[config.mk]
export PLATFORM = sky130hd
export DESIGN_NAME = if_fetch_queue_flat
export DESIGN_NICKNAME = d
export VERILOG_FILES = /design/src/rtl/if_fetch_queue_if.sv /design/src/rtl/if_fetch_queue.sv /design/src/flat_wrapper.sv
export SDC_FILE = /design/constraint.sdc
export NUM_CORES = 1
export LEC_CHECK = 0
export BUFFER_PORTS_ARGS = -buffer_cell sky130_fd_sc_hd__buf_2
export CAP_MARGIN = 15
export CORE_MARGIN = 2
export CORE_UTILIZATION = 35
export CTS_BUF_LIST = sky130_fd_sc_hd__clkbuf_4
export CTS_CLUSTER_SIZE = 25
export DETAILED_ROUTE_END_ITERATION = 7
export PLACE_DENSITY = 0.55
export SLEW_MARGIN = 20
export SYNTH_ARGS = -nofsm -noshare
export SYNTH_HDL_FRONTEND = slang
export SYNTH_SLANG_ARGS = --single-unit
export TNS_END_PERCENT = 20
[constraint.sdc]
create_clock -name clk -period 7.16 [get_ports clk]
set_clock_uncertainty 0.15 [all_clocks]
set_input_delay 1.074 -clock clk [delete_from_list [all_inputs] [get_ports clk]]
set_output_delay 1.074 -clock clk [all_outputs]
set_load 0.05 [all_outputs]
[src/rtl/if_fetch_queue_if.sv]
// ---------------------------------------------------------------------------
// if_fetch_queue_if
// Bundles the instruction-memory request port and the decode-side
// instruction stream of the fetch front end.
//   imem_req/imem_addr     : fetch request and word address (fetch side drives)
//   imem_ack/imem_rdata    : request accepted, read data valid (memory drives)
//   inst_valid/inst_ready  : queue-head handshake toward decode
//   inst/inst_pc/inst_pc_4 : head instruction word, its PC and PC+4
//   inst_vec               : head violation vector, 0 = none
// Modports: master = fetch unit, slave = memory/decode environment.
// ---------------------------------------------------------------------------
interface if_fetch_queue_if #(
    parameter int XLEN     = 32,
    parameter int VEC_BITS = 5
);
    logic                imem_req;
    logic [XLEN-1:0]     imem_addr;
    logic                imem_ack;
    logic [XLEN-1:0]     imem_rdata;
    logic                inst_valid;
    logic                inst_ready;
    logic [XLEN-1:0]     inst;
    logic [XLEN-1:0]     inst_pc;
    logic [XLEN-1:0]     inst_pc_4;
    logic [VEC_BITS-1:0] inst_vec;

    modport master (
        output imem_req, imem_addr,
        input  imem_ack, imem_rdata,
        output inst_valid, inst, inst_pc, inst_pc_4, inst_vec,
        input  inst_ready
    );

    modport slave (
        input  imem_req, imem_addr,
        output imem_ack, imem_rdata,
        input  inst_valid, inst, inst_pc, inst_pc_4, inst_vec,
        output inst_ready
    );
endinterface

[src/rtl/if_fetch_queue.sv]
// ---------------------------------------------------------------------------
// if_fetch_queue
// Instruction-fetch front end: next-PC selection (sequential, jump, branch,
// register jump, rfe, exception vector), req/ack instruction-memory fetch and
// a QDEPTH-entry instruction queue feeding decode.
// Ports:
//   clk, rst_n            : clock, asynchronous active-low reset
//   pc_write              : fetch enable (low = no new requests, PC holds)
//   pc_src                : 0 seq, 1 jump, 2 branch, 3 register jump
//   pc_hi_id, jmp_offset  : jump target = {pc_hi_id, jmp_offset}
//   beq_target, jr_target : branch / register-jump targets
//   rfe, iar_pc           : return from exception and its saved PC
//   exception, vector_no  : take exception to vector_no << VEC_SHIFT
//   s_u                   : 1 supervisor, 0 user (user fetch below USER_BASE
//                           is tagged with IV_CODE)
//   bus (master)          : imem req/ack port and decode-side inst stream
// Optional feature: define IF_MISALIGN_CHECK_EN to turn a misaligned PC into
// a single MISALIGN_CODE entry and halt fetch until the next redirect.
// Without it the fetch address is word aligned and PC[1:0] rides along.
// ---------------------------------------------------------------------------
module if_fetch_queue #(
    parameter int                  XLEN          = 32,
    parameter int                  QDEPTH        = 4,
    parameter logic [XLEN-1:0]     RESET_PC      = 32'h0000_0010,
    parameter int                  VEC_BITS      = 5,
    parameter int                  VEC_SHIFT     = 3,
    parameter logic [XLEN-1:0]     USER_BASE     = 32'h0000_1000,
    parameter logic [VEC_BITS-1:0] IV_CODE       = 5'd6,
    parameter logic [VEC_BITS-1:0] MISALIGN_CODE = 5'd7
) (
    input  logic                clk,
    input  logic                rst_n,
    input  logic                pc_write,
    input  logic [1:0]          pc_src,
    input  logic [3:0]          pc_hi_id,
    input  logic [XLEN-5:0]     jmp_offset,
    input  logic [XLEN-1:0]     beq_target,
    input  logic [XLEN-1:0]     jr_target,
    input  logic                rfe,
    input  logic [XLEN-1:0]     iar_pc,
    input  logic                exception,
    input  logic [VEC_BITS-1:0] vector_no,
    input  logic                s_u,
    if_fetch_queue_if.master    bus
);
    localparam int PW = $clog2(QDEPTH);
    localparam int CW = PW + 1;
    localparam logic [CW-1:0]   DEPTH_C = CW'(QDEPTH);
    localparam logic [XLEN-1:0] FOUR    = XLEN'(4);

    logic [XLEN-1:0]     pc_reg;
    logic [CW-1:0]       count_reg;
    logic [PW-1:0]       head_reg;
    logic [PW-1:0]       tail_reg;

    logic [XLEN-1:0]     data_mem [QDEPTH];
    logic [XLEN-1:0]     pc_mem   [QDEPTH];
    logic [VEC_BITS-1:0] vec_mem  [QDEPTH];

    logic                redirect;
    logic [XLEN-1:0]     target;
    logic                full;
    logic                valid;
    logic                pop;
    logic                push;
    logic                fetch_done;
    logic                issue_ok;
    logic [XLEN-1:0]     push_data;
    logic [VEC_BITS-1:0] push_vec;
    logic [VEC_BITS-1:0] user_vec;

    assign redirect = exception | rfe | (pc_src != 2'd0);

    always_comb begin
        target = pc_reg;
        if (exception)
            target = {{(XLEN-VEC_BITS){1'b0}}, vector_no} << VEC_SHIFT;
        else if (rfe)
            target = iar_pc;
        else begin
            case (pc_src)
                2'd1:    target = {pc_hi_id, jmp_offset};
                2'd2:    target = beq_target;
                2'd3:    target = jr_target;
                default: target = pc_reg;
            endcase
        end
    end

    assign full     = (count_reg == DEPTH_C);
    assign valid    = (count_reg != '0);
    assign pop      = valid & bus.inst_ready;
    assign user_vec = (!s_u && (pc_reg < USER_BASE)) ? IV_CODE : '0;

`ifdef IF_MISALIGN_CHECK_EN
    logic halt_reg;
    logic misaligned;
    logic err_push;

    assign misaligned = (pc_reg[1:0] != 2'b00);
    // rst_n gate keeps the request low while reset is held.
    assign issue_ok   = rst_n & pc_write & ~redirect & ~full & ~halt_reg;
    assign bus.imem_req  = issue_ok & ~misaligned;
    assign bus.imem_addr = pc_reg;
    assign err_push   = issue_ok & misaligned;
    assign fetch_done = bus.imem_req & bus.imem_ack;
    assign push       = fetch_done | err_push;
    assign push_data  = err_push ? '0 : bus.imem_rdata;
    assign push_vec   = err_push ? MISALIGN_CODE : user_vec;

    // Once the misalign entry is queued, fetch stays parked until a redirect.
    always_ff @(posedge clk or negedge rst_n) begin
        if (!rst_n)
            halt_reg <= 1'b0;
        else if (redirect)
            halt_reg <= 1'b0;
        else if (err_push)
            halt_reg <= 1'b1;
    end
`else
    assign issue_ok      = rst_n & pc_write & ~redirect & ~full;
    assign bus.imem_req  = issue_ok;
    assign bus.imem_addr = {pc_reg[XLEN-1:2], 2'b00};
    assign fetch_done    = bus.imem_req & bus.imem_ack;
    assign push          = fetch_done;
    assign push_data     = bus.imem_rdata;
    assign push_vec      = user_vec;
`endif

    // PC, pointers and occupancy. A redirect empties the queue; a pop in the
    // same cycle has already been presented to decode, so nothing is lost.
    always_ff @(posedge clk or negedge rst_n) begin
        if (!rst_n) begin
            pc_reg    <= RESET_PC;
            count_reg <= '0;
            head_reg  <= '0;
            tail_reg  <= '0;
        end else if (redirect) begin
            pc_reg    <= target;
            count_reg <= '0;
            head_reg  <= '0;
            tail_reg  <= '0;
        end else begin
            if (fetch_done)
                pc_reg <= pc_reg + FOUR;
            if (pop)
                head_reg <= head_reg + 1'b1;
            if (push)
                tail_reg <= tail_reg + 1'b1;
            case ({push, pop})
                2'b10:   count_reg <= count_reg + 1'b1;
                2'b01:   count_reg <= count_reg - 1'b1;
                default: count_reg <= count_reg;
            endcase
        end
    end

    // Queue storage has no reset: contents are only visible behind count.
    always_ff @(posedge clk) begin
        if (push) begin
            data_mem[tail_reg] <= push_data;
            pc_mem[tail_reg]   <= pc_reg;
            vec_mem[tail_reg]  <= push_vec;
        end
    end

    assign bus.inst_valid = valid;
    assign bus.inst       = valid ? data_mem[head_reg] : '0;
    assign bus.inst_pc    = valid ? pc_mem[head_reg] : '0;
    assign bus.inst_pc_4  = valid ? (pc_mem[head_reg] + FOUR) : '0;
    assign bus.inst_vec   = valid ? vec_mem[head_reg] : '0;
endmodule

[src/flat_wrapper.sv]
// flat-port wrapper written by rule: the top's interface ports become plain ports
module if_fetch_queue_flat 
#(
    parameter int                  XLEN          = 32,
    parameter int                  QDEPTH        = 4,
    parameter logic [XLEN-1:0]     RESET_PC      = 32'h0000_0010,
    parameter int                  VEC_BITS      = 5,
    parameter int                  VEC_SHIFT     = 3,
    parameter logic [XLEN-1:0]     USER_BASE     = 32'h0000_1000,
    parameter logic [VEC_BITS-1:0] IV_CODE       = 5'd6,
    parameter logic [VEC_BITS-1:0] MISALIGN_CODE = 5'd7
)
  (clk, rst_n, pc_write, pc_src, pc_hi_id, jmp_offset, beq_target, jr_target, rfe, iar_pc, exception, vector_no, s_u, bus_imem_req, bus_imem_addr, bus_imem_ack, bus_imem_rdata, bus_inst_valid, bus_inst, bus_inst_pc, bus_inst_pc_4, bus_inst_vec, bus_inst_ready);
  if_fetch_queue_if #(.XLEN(XLEN), .VEC_BITS(VEC_BITS)) bus_i ();
  input  logic clk;
  input  logic rst_n;
  input  logic pc_write;
  input  logic [1:0] pc_src;
  input  logic [3:0] pc_hi_id;
  input  logic [XLEN-5:0] jmp_offset;
  input  logic [XLEN-1:0] beq_target;
  input  logic [XLEN-1:0] jr_target;
  input  logic rfe;
  input  logic [XLEN-1:0] iar_pc;
  input  logic exception;
  input  logic [VEC_BITS-1:0] vector_no;
  input  logic s_u;
  output wire logic [$bits(bus_i.imem_req)-1:0] bus_imem_req;
  output wire logic [$bits(bus_i.imem_addr)-1:0] bus_imem_addr;
  input wire logic [$bits(bus_i.imem_ack)-1:0] bus_imem_ack;
  input wire logic [$bits(bus_i.imem_rdata)-1:0] bus_imem_rdata;
  output wire logic [$bits(bus_i.inst_valid)-1:0] bus_inst_valid;
  output wire logic [$bits(bus_i.inst)-1:0] bus_inst;
  output wire logic [$bits(bus_i.inst_pc)-1:0] bus_inst_pc;
  output wire logic [$bits(bus_i.inst_pc_4)-1:0] bus_inst_pc_4;
  output wire logic [$bits(bus_i.inst_vec)-1:0] bus_inst_vec;
  input wire logic [$bits(bus_i.inst_ready)-1:0] bus_inst_ready;
  assign bus_imem_req = bus_i.imem_req;
  assign bus_imem_addr = bus_i.imem_addr;
  assign bus_i.imem_ack = bus_imem_ack;
  assign bus_i.imem_rdata = bus_imem_rdata;
  assign bus_inst_valid = bus_i.inst_valid;
  assign bus_inst = bus_i.inst;
  assign bus_inst_pc = bus_i.inst_pc;
  assign bus_inst_pc_4 = bus_i.inst_pc_4;
  assign bus_inst_vec = bus_i.inst_vec;
  assign bus_i.inst_ready = bus_inst_ready;
  if_fetch_queue #(.XLEN(XLEN), .QDEPTH(QDEPTH), .RESET_PC(RESET_PC), .VEC_BITS(VEC_BITS), .VEC_SHIFT(VEC_SHIFT), .USER_BASE(USER_BASE), .IV_CODE(IV_CODE), .MISALIGN_CODE(MISALIGN_CODE)) u_core (.clk(clk), .rst_n(rst_n), .pc_write(pc_write), .pc_src(pc_src), .pc_hi_id(pc_hi_id), .jmp_offset(jmp_offset), .beq_target(beq_target), .jr_target(jr_target), .rfe(rfe), .iar_pc(iar_pc), .exception(exception), .vector_no(vector_no), .s_u(s_u), .bus(bus_i));
endmodule
==> parameters.txt <==
Parameter                              Value

Power
  Leak ... 6.62 nW
  Power consumption ... 3.62 mW
  Share of power burned in the clock network ... 39.8%
  Worst-case vdd ir drop ... 0.0858 mV
  Switching part of the total ... 23.6%
  Sw power ... 854 uW
  Cell internal pwr ... 2.77 mW
  Total power divided by cell area ... 211 mW/mm^2
  Comb pwr share ... 6.3%
  Share of total power in sequential cells ... 53.8%

Final layout
  Post-layout util ... 42.1%
  Filler Cell Count ... 3,898
  Synth-to-Final Area Change ... 18.8%
  Share of layout cells above drive strength 1 ... 37.5%
  Most frequent cells in the layout ... 304 x buf_2, 260 x edfxtp_1, 108 x clkbuf_4, 92 x and2_1, 70 x nor2_1
  Final net count ... 1,523
  Leading cell type in the layout, fill and taps excluded ... buf_2

Detailed routing
  Detailed-routing iteration count for the pre-antenna-repair pass ... 5
  DRC ... 0
  Detailed-routing wirelength on met1 ... 17.2 mm
  Via density per instance ... 5.17
  Number of routed nets with antenna violations ... 0
  Wire length reported by the detailed router ... 39.6 mm
  Met3 WL post-DR ... 2.80 mm
  Number of violations reported at the end of detailed-routing iteration 0 ... 698
  Average wire per standard cell ... 20.6 um
  Sum of met2 wire segment lengths after detailed routing ... 18.6 mm
  Via Count ... 9,946
  Uppermost layer routed ... met4

Setup path
  Family with the most delay on the worst path ... flip-flops
  Largest fanout of any net on the critical path ... 40
  Worst path arrival time ... 4.14 ns
  Reg-to-reg startpoint ... u_core.count_reg[0]$_DFFE_PN0P_
  Required time of the critical path ... 5.94 ns
  WS Path Type ... flip-flop to primary output
  End point of the critical path ... bus_inst_pc_4[26]
  Crit-path slowest cell ... dfrtp_2
  Critical path cell sequence ... buf_4, mux4_2, ha_1, and2_1, nand4_2, or3_1, a21oi_1, buf_2
  Slack of the worst reg-to-reg path ... 3.77 ns
  Worst flop-to-flop path endpoint ... u_core.count_reg[2]$_DFFE_PN0P_
  Logic depth of the worst register-to-register path ... 10
  Crit path capture type ... primary output
  Highest cell delay on the worst timing path ... 1.06 ns
  Buffering stage count on the worst path with inverters included ... 2
  Instance count on the critical path ... 8
  Type of origin of the critical path ... flip-flop
  Worst setup path startpoint ... u_core.head_reg[1]$_DFFE_PN0P_

STA
  Final period utilization ... 75.0%
  Final setup TNS ... 0 ns
  Peak clock frequency supported by timing ... 0.186 GHz
  Final slew viol count ... 0
  Slew at the pin closest to its max-slew limit ... 1.06 ns
  Number of failing setup endpoints in the final timing report ... 0
  RSZ-0062 raised after global routing ... no
  Shortest clock period the worst path allows after layout ... 5.37 ns
  Relative slew slack ... 29.1%
  Final hold violations ... 0
  Fin worst setup slack ... 1.79 ns

Global routing
  Vias in the first global route ... 10,155
  Pin count of the biggest net entering global routing ... 67
  Wire length of the first global-routing pass ... 60.3 mm
  Overall routing resource usage ... 18.3%
  Grt total ovfl ... 0
  Number of antenna violations at the first check in global routing ... 2

Synth
  Gate Count Post-Synth ... 1,037
  Multiplexer share of the synthesized area ... 13.2%
  Library cells used by synthesis ... 54
  Area share of fa/ha/maj cells after synthesis ... 0.744%
  Post-Synthesis Mean Instance Area ... 13.9 um^2
  Number of synthesis warnings ... 0
  Synth Area in Compound Gates ... 7.74%
  Synth Area in XOR/XNOR ... 0.969%
  Number of flops mapped to enable cells by yosys ... 260
  Number of storage elements in the synthesis netlist ... 299
  Simple-gate area share of the yosys netlist ... 12.0%
  Main combinational cell family by area after synthesis ... multiplexers
  Ys async rst share ... 13.0%
  Most instantiated flip-flop cell in the synthesis netlist ... edfxtp_1
  Seq/Total Area, Yosys ... 60.8%
  Post-Synthesis Cell Area ... 0.0145 mm^2

Clocking
  Clock network latency to the later pin of the worst-skew pair ... 0.70 ns
  Number of resized instances in the post-cts repair step ... 0
  H-tree depth ... 3
  CTS tree ... built
  Count of buffers added by post-CTS timing repair for setup ... 0
  CTS root buffer ... clkbuf_4
  Clock transition at the register clock pins on the worst setup and hold paths after CTS ... 0.08 ns
  Bufs on Longest Clock Path ... 3
  TritonCTS Sinks ... 299
  Number of buffers inserted during clock tree synthesis ... 79
  Hold buffers post-CTS ... 0

Place
  Final HPWL DP ... 27.5 mm
  Worst slack after detailed placement ... 2.39 ns
  Number of input and output port buffers inserted ... 304
  Last weighted congestion value of the routability-driven placer ... 0.818

Outcome
  Status ... finished, final reports clean

Die
  Die Y ... 207 um
  Number of rows in the core area ... 74
  Die Outline Area ... 0.0430 mm^2
  Core region area ... 0.0408 mm^2
  Starting utilization of the core area ... 35.4%
  Io pins ... 310
  Die width ... 207 um

Job
  Number of max-cap violations ... 0

Worst hold path
  Path class of the lowest-slack min-delay path ... input pin to async pin
-- cell usage after synthesis (all sizes together) (5+ instances only) --
library cell | number | area (um^2)
a21oi | 46 | 230
clkbuf | 42 | 158
nand4 | 20 | 144
nand3 | 31 | 155
mux4 | 65 | 1490
o31ai | 5 | 37.5
nor2 | 70 | 263
and2 | 92 | 576
or3 | 9 | 56.3
a211oi | 30 | 225
o2bb2a | 5 | 50.1
dfrtp | 38 | 951
xor2 | 9 | 78.8
mux2 | 8 | 90.1
or4 | 8 | 60.1
buf | 60 | 460
nor3 | 8 | 40.0
o21ai | 52 | 260
and3 | 15 | 93.8
mux2i | 33 | 330
a2bb2oi | 19 | 166
nor4 | 8 | 56.3
edfxtp | 260 | 7810
nand2 | 42 | 158
inv | 11 | 41.3
xnor2 | 7 | 61.3
and4 | 11 | 100
ha | 7 | 87.6
-- power by group through the flow --
stage / registers [mW] / logic (mW) / clock network (mW)
finish: 1.95 / 0.230 / 1.44
global placement: 1.99 / 0.231 / 0
floorplan: 1.97 / 0.153 / 0
global route: 1.95 / 0.252 / 1.60
CTS: 1.95 / 0.233 / 1.49
detailed placement: 1.99 / 0.233 / 0
-- per-layer routing --
layer | global-route usage (%) | up-vias
met3 | 4.58 | 71
met2 | 29.2 | 442
li1 | - | 4631
met4 | 6.16 | 0
met1 | 24.5 | 4802
met5 | 0 | -
-- worst reg2reg max path, stage by stage (launching register included) --
cell and delay, ns:
dfrtp_1 0.44, nor3_2 0.20, buf_4 0.39, inv_2 0.24, buf_4 0.35, and2_1 0.31
ha_1 0.25, fa_1 0.38, xnor2_1 0.14, or3_1 0.30, a21oi_1 0.15
-- stage by stage --
| stage | hold WS [ns] | cell area [um^2] | std cells |
|---|---|---|---|
| floorplan | 0.326 | 14500 | 1041 |
| global placement | 0.405 | 16200 | 1791 |
| detailed placement | 0.418 | 16200 | 1791 |
| CTS | 0.254 | 17200 | 1920 |
| global route | 0.276 | 17200 | 1922 |
| finish | 0.305 | 17200 | 1923 |
-- cells by family after synthesis --
group,count (synthesis)
AO/OA/AOI/OAI,176
XOR/XNOR,16
adder cells (fa/ha/maj),8
buffers and inverters,113
flip-flops,299
multiplexers,106
other,1
AND/OR/NAND/NOR,318
-- final cells by class --
type                    instances  area [um^2]  share of cell area, %
flip-flops and latches        299         8790                   51.2
multi-input cells             629         5070                   29.5
repair buffers                320         1640                   9.56
clock buffers                 108          811                   4.72
well taps                     532          666                   3.88
clock inverters                21          151                  0.881
inverters                      11         41.3                  0.240
diodes                          3         7.51                 0.0437
-- worst min-delay path by stage --
stage | to | slack [ns] | cells after the start
after floorplan | u_core.pc_mem[0][0]$_DFFE_PP_ | 0.33 | 0
after global placement | u_core.tail_reg[1]$_DFFE_PN0P_ | 0.41 | 2
after detailed placement | u_core.tail_reg[1]$_DFFE_PN0P_ | 0.42 | 2
after CTS | u_core.pc_reg[28]$_DFFE_PN0P_ | 0.25 | 2
after global routing | u_core.pc_reg[12]$_DFFE_PN0P_ | 0.28 | 2
final | u_core.pc_reg[23]$_DFFE_PN0P_ | 0.31 | 2
(Power assumes the default switching activity.)
